**src/rtl/corr_iq.sv**
```systemverilog
// corr_iq: single-bin I/Q correlator over N-sample windows (sine -> I, cosine -> Q).
// Define CORR_IQ_MAG_EN to add the registered |I|+|Q| magnitude output.
module corr_iq #(
    parameter int DW    = 8,
    parameter int CW    = 8,
    parameter int N     = 20,
    parameter int OW    = 10,
    parameter int SHIFT = DW + CW + $clog2(N) - OW
) (
    input  logic                        clk,
    input  logic                        rst,
    input  logic                        clr,
    input  logic                        in_valid,
    input  logic signed [DW-1:0]        in_data,
    output logic                        out_valid,
    output logic signed [OW-1:0]        out_i,
    output logic signed [OW-1:0]        out_q,
    output logic                        out_sat,
    output logic        [OW:0]          out_mag,
    output logic        [$clog2(N)-1:0] idx
);

    localparam int  IW = $clog2(N);
    localparam int  PW = DW + CW;
    localparam int  AW = DW + CW + $clog2(N);
    localparam int  M  = 2**(CW-1) - 1;
    localparam real PI = 3.14159265358979323846;

    localparam logic [IW-1:0]        LAST = IW'(N - 1);
    localparam logic signed [AW-1:0] OMAX = AW'(2**(OW-1) - 1);
    localparam logic signed [AW-1:0] OMIN = AW'(-(2**(OW-1)));

    function automatic logic is_sat(input logic signed [AW-1:0] v);
        return (v > OMAX) || (v < OMIN);
    endfunction

    function automatic logic signed [OW-1:0] sat_ow(input logic signed [AW-1:0] v);
        if (v > OMAX) return {1'b0, {(OW-1){1'b1}}};
        if (v < OMIN) return {1'b1, {(OW-1){1'b0}}};
        return v[OW-1:0];
    endfunction

    // Coefficient ROMs, rounded half away from zero at elaboration.
    logic signed [CW-1:0] sin_tab [N];
    logic signed [CW-1:0] cos_tab [N];

    for (genvar k = 0; k < N; k++) begin : g_coef
        localparam real SR = M * $sin(2.0 * PI * k / N);
        localparam real CR = M * $cos(2.0 * PI * k / N);
        localparam int  SI = (SR >= 0.0) ? $rtoi(SR + 0.5) : -$rtoi(0.5 - SR);
        localparam int  CI = (CR >= 0.0) ? $rtoi(CR + 0.5) : -$rtoi(0.5 - CR);
        assign sin_tab[k] = CW'(SI);
        assign cos_tab[k] = CW'(CI);
    end

    logic [IW-1:0]        idx_q, idx_d;
    logic signed [AW-1:0] acc_s_q, acc_s_d;
    logic signed [AW-1:0] acc_c_q, acc_c_d;
    logic signed [PW-1:0] prod_s, prod_c;
    logic                 done_d;
    logic                 vld_q;

    assign prod_s = PW'(in_data) * PW'(sin_tab[idx_q]);
    assign prod_c = PW'(in_data) * PW'(cos_tab[idx_q]);

    // Accumulate stage: idx 0 reloads so no state leaks between windows.
    always_comb begin
        idx_d   = idx_q;
        acc_s_d = acc_s_q;
        acc_c_d = acc_c_q;
        done_d  = 1'b0;
        if (clr) begin
            idx_d   = '0;
            acc_s_d = '0;
            acc_c_d = '0;
        end else if (in_valid) begin
            if (idx_q == '0) begin
                acc_s_d = AW'(prod_s);
                acc_c_d = AW'(prod_c);
            end else begin
                acc_s_d = acc_s_q + AW'(prod_s);
                acc_c_d = acc_c_q + AW'(prod_c);
            end
            if (idx_q == LAST) begin
                idx_d  = '0;
                done_d = 1'b1;
            end else begin
                idx_d = idx_q + IW'(1);
            end
        end
    end

    // Output stage: scale the completed sums and saturate to OW bits.
    logic signed [AW-1:0] sh_s, sh_c;
    logic signed [OW-1:0] out_i_d, out_q_d, out_i_q, out_q_q;
    logic                 sat_d, sat_q;

    assign sh_s    = acc_s_d >>> SHIFT;
    assign sh_c    = acc_c_d >>> SHIFT;
    assign out_i_d = sat_ow(sh_s);
    assign out_q_d = sat_ow(sh_c);
    assign sat_d   = is_sat(sh_s) || is_sat(sh_c);

    always_ff @(posedge clk or posedge rst) begin
        if (rst) begin
            idx_q   <= '0;
            acc_s_q <= '0;
            acc_c_q <= '0;
            vld_q   <= 1'b0;
            out_i_q <= '0;
            out_q_q <= '0;
            sat_q   <= 1'b0;
        end else begin
            idx_q   <= idx_d;
            acc_s_q <= acc_s_d;
            acc_c_q <= acc_c_d;
            vld_q   <= done_d;
            if (done_d) begin
                out_i_q <= out_i_d;
                out_q_q <= out_q_d;
                sat_q   <= sat_d;
            end
        end
    end

`ifdef CORR_IQ_MAG_EN
    function automatic logic [OW:0] mag_fn(input logic signed [OW-1:0] a,
                                           input logic signed [OW-1:0] b);
        logic signed [OW:0] ae, be;
        ae = (OW+1)'(a);
        be = (OW+1)'(b);
        if (ae[OW]) ae = -ae;
        if (be[OW]) be = -be;
        return ae + be;
    endfunction

    logic [OW:0] mag_q;

    always_ff @(posedge clk or posedge rst) begin
        if (rst) begin
            mag_q <= '0;
        end else if (done_d) begin
            mag_q <= mag_fn(out_i_d, out_q_d);
        end
    end

    assign out_mag = mag_q;
`else
    assign out_mag = '0;
`endif

    assign out_valid = vld_q;
    assign out_i     = out_i_q;
    assign out_q     = out_q_q;
    assign out_sat   = sat_q;
    assign idx       = idx_q;

endmodule

```
**config.mk**
```make
export PLATFORM = sky130hd
export DESIGN_NAME = corr_iq
export DESIGN_NICKNAME = d
export VERILOG_FILES = /design/src/rtl/corr_iq.sv
export SDC_FILE = /design/constraint.sdc
export NUM_CORES = 1
export LEC_CHECK = 0
export CORE_ASPECT_RATIO = 1.75
export CORE_UTILIZATION = 61
export DETAILED_ROUTE_END_ITERATION = 8
export DONT_BUFFER_PORTS = 1
export PLACE_DENSITY_LB_ADDON = 0.3
export SYNTH_ARGS = -nofsm -noshare
export SYNTH_HDL_FRONTEND = slang
export SYNTH_SLANG_ARGS = --single-unit
export TNS_END_PERCENT = 1
```
**constraint.sdc**
```tcl
create_clock -name clk -period 7.1 [get_ports clk]
set_input_delay 1.42 -clock clk [delete_from_list [all_inputs] [get_ports clk]]
set_output_delay 1.42 -clock clk [all_outputs]
set_load 0.01 [all_outputs]
```
==> impl_summary.log <==
INFO  metric synth_top_area_cell = sky130_fd_sc_hd__fa_1
INFO  metric syn-instance-count = about 1300
INFO  metric wl = 28500 um
INFO  metric antenna_cells = 0
INFO  metric rows = 65
INFO  metric drcViolationCount = 0
INFO  metric place_hpwl = 21300 um
INFO  metric status = finished, violations left
INFO  metric synth_largest_type_area_fraction = 0.202
INFO  metric fin_crit_period = 7.13 ns
INFO  metric global_route.peak_usage_layer = met2
INFO  metric synth_area_per_cell = 8.35 um2
INFO  metric numCtsBuffers = 9
INFO  metric drt-vias-per-instance = 5.83
INFO  metric total_buffers_and_inverters_traversed_by_the_critical_path = 9
INFO  metric use_met3 = 0.0492
INFO  metric clock_tree.htree_level_count = 3
INFO  metric global_route.usage.total = 0.306
INFO  metric cts_buffer_depth = 2
INFO  metric tightest_slew = about 0.98 ns
INFO  metric vias_in_the_first_global_route = 10089
INFO  metric count_of_flip_flops_with_a_built_in_enable_after_synthesis = 0
INFO  metric grt_first_pass_wirelength = 46200 um
INFO  metric clkSlewWorstSetupHoldPaths = 0.06 ns
INFO  metric timing_hold_violations_final = 0
INFO  metric groute.layer.met1.usage = 0.333
INFO  metric cp_top_family = adder cells
INFO  metric critical_path_required = 7.32 ns
INFO  metric final_layout_size_suffix_gt1_frac = 0.217
INFO  metric worst_ep_arrival_time = 7.35 ns
INFO  metric setup_viol_count_final = 1
INFO  metric nNetsFinal = 1671
INFO  metric gr-usage-met2 = 0.568
INFO  metric die-height = 181 um
INFO  metric clk_root_buffer_cell = sky130_fd_sc_hd__clkbuf_16
INFO  metric critical_path.max_stage_delay = 0.54 ns
INFO  metric top_count_cell_post_synth = sky130_fd_sc_hd__inv_1
INFO  metric grt_max_degree = 73
INFO  metric die-area = 18800 um2
INFO  metric tritoncts = done
INFO  metric vias = 9759
INFO  metric drt_first_pass_iters = 5
INFO  metric crit_path_max_fanout = 5
INFO  metric timing.clock.skew = 0.0137 ns
INFO  metric worstSkewPairLatency = roughly 0.35 ns
INFO  metric place.gp.congestion = 0.943
INFO  metric hold_class = register to register
INFO  metric antenna_found_initial = 0
INFO  metric rsz0062_at_grt = true
INFO  metric area_growth_syn_to_layout = 19.3%
INFO  metric portBuffers = 0
INFO  metric synth.yosys.warnings = 0
INFO  metric ys_ff_latch = 69
INFO  metric initial_utilization = 0.621
INFO  metric detail-route-antenna-nets = 0
INFO  metric globalRoute.totalOverflow = 0
INFO  metric ys_dominant_reg_cell = sky130_fd_sc_hd__dfrtp_1
INFO  metric critical-path-slowest-cell = sky130_fd_sc_hd__fa_1
INFO  metric hold_ws = 0.530 ns
INFO  metric synth_cell_type_count = 74
INFO  metric clock-sinks = 69
INFO  metric maxSlewViolCount = 0
INFO  metric setup.worst_path.class = register to register
INFO  metric final_core_util = 0.741
INFO  metric dr.first_iter.drc_count = 406
INFO  metric post_synth_instance_area = 11100 um2
INFO  metric floorplan.die.width = 104 um
INFO  metric final.fill_count = 1298
INFO  metric max_cap_viol_count = 0
INFO  metric layout.area.seq = around 1700 um2
INFO  metric multiInputGateArea = approximately 9000 um2
INFO  metric failed_checks = setup timing
INFO  metric yosys-top-cells-area = sky130_fd_sc_hd__fa_1 (20%), sky130_fd_sc_hd__dfrtp_1 (16%), sky130_fd_sc_hd__ha_1 (13%)
INFO  metric number_of_top_level_design_ports = 50
INFO  metric synth_sequential_area_ratio = 0.155
INFO  metric maxClockFrequency = about 0.14 GHz
INFO  metric synth_top_cells_by_count = sky130_fd_sc_hd__inv_1 (211), sky130_fd_sc_hd__nor2_1 (114), sky130_fd_sc_hd__ha_1 (113)
INFO  metric endpoint_kind = register
INFO  metric wire_per_inst = 17.0 um
INFO  metric start_kind = register
INFO  metric dpl_worst_slack = -0.228 ns
INFO  metric setup_ws = -0.0276 ns
INFO  metric post-route-period-util = 1.00
INFO  metric placeableCoreArea = 17900 um2
INFO  metric ys_async_rst_share = 1.00
INFO  metric relSlewSlack = 0.348
-- metrics by stage --
stage	cell area [um2]	TNS, ns	cells
after floorplan	11300	-0.142	1341
after global placement	12300	-0.348	1640
after detailed placement	12300	-1.78	1640
after CTS	12700	-0.0854	1662
after global routing	13300	-3.65	1673
final	13300	-0.0276	1673
-- sequential cells by signal, indices dropped and copies added (netlist names) --
register,cells
idx,5
out_valid,1
acc_s_q,21
out_sat,1
acc_c_q,21
out_q,10
out_i,10
-- routing by layer --
metal,routed length (um),vias to the layer above
met3,1540,101
met4,1270,0
met1,10500,4756
met5,0,-
li1,-,4593
met2,15200,309
-- final cells by class --
| type | instances | share of cell area |
|---|---|---|
| Multi-Input combinational cell | 997 | 0.680 |
| Sequential cell | 69 | 0.131 |
| Timing Repair Buffer | 144 | 0.0827 |
| Inverter | 213 | 0.0610 |
| Tap cell | 234 | 0.0221 |
| Clock buffer | 11 | 0.0191 |
| Clock inverter | 5 | 0.00444 |
-- final timing paths --
| check | from | to | slack, ns | cells past startpoint |
|---|---|---|---|---|
| max | idx[0] | acc_s_q[19] | -0.03 | 31 |
| max reg2reg | idx[0] | acc_s_q[19] | -0.03 | 31 |
| min | acc_c_q[8] | acc_c_q[8] | 0.53 | 2 |
| max in group asynchronous | rst | idx[0] | 5.19 | 2 |
| min reg2reg | acc_c_q[8] | acc_c_q[8] | 0.53 | 2 |
| min in group asynchronous | rst | acc_s_q[17] | 1.26 | 2 |
-- cells by family (layout without fill, tap and decap cells) --
kind of cell / count (synthesis) / after routing / share of synthesized area
fa+ha+maj: 225 / 225 / 0.329
buf+inv: 275 / 373 / 0.0970
flops: 69 / 69 / 0.155
compound gates: 284 / 284 / 0.173
other cells: 1 / 11 / 0.000338
simple gates: 397 / 397 / 0.177
mux: 23 / 23 / 0.0230
xor+xnor: 57 / 57 / 0.0449
-- what timing repair did --
action                                  4_1_cts  5_1_grt
pin swaps                                    13       60
hold buffers                                  0        0
endpoints found under the setup margin       18       38
gates resized for setup                      24      102
buffers inserted                              6       11
-- layout by cell type, fill, tap and decap left out, types with 11 or more instances in the layout --
master                     count
sky130_fd_sc_hd__inv_1       198
sky130_fd_sc_hd__buf_4       140
sky130_fd_sc_hd__nor2_1      109
sky130_fd_sc_hd__fa_1        107
sky130_fd_sc_hd__ha_1         94
sky130_fd_sc_hd__nand2_1      82
sky130_fd_sc_hd__dfrtp_1      66
sky130_fd_sc_hd__a21oi_1      54
sky130_fd_sc_hd__and2_1       50
sky130_fd_sc_hd__nor2b_1      46
sky130_fd_sc_hd__xnor2_1      37
sky130_fd_sc_hd__o21ai_0      36
sky130_fd_sc_hd__a21o_1       23
sky130_fd_sc_hd__a211oi_1     22
sky130_fd_sc_hd__nand2b_1     21
sky130_fd_sc_hd__o21ai_1      19
sky130_fd_sc_hd__a21oi_2      18
sky130_fd_sc_hd__nand3_1      15
sky130_fd_sc_hd__nor3_1       15
sky130_fd_sc_hd__ha_4         13
sky130_fd_sc_hd__mux2i_1      12
sky130_fd_sc_hd__inv_2        12
sky130_fd_sc_hd__a311oi_1     12
sky130_fd_sc_hd__conb_1       11
-- worst reg2reg max path, delay by kind of cell, from the launching register on --
| kind | cells | cell delay [ns] |
|---|---|---|
| simple gates | 4 | 0.80 |
| fa+ha+maj | 7 | 2.81 |
| buf+inv | 9 | 0.76 |
| xor+xnor | 1 | 0.17 |
| flops | 1 | 0.42 |
| compound gates | 10 | 2.06 |
Power is left out: the tool's default activity adds up to more than one toggle a clock period on the data nets, which glitch-free logic cannot reach.
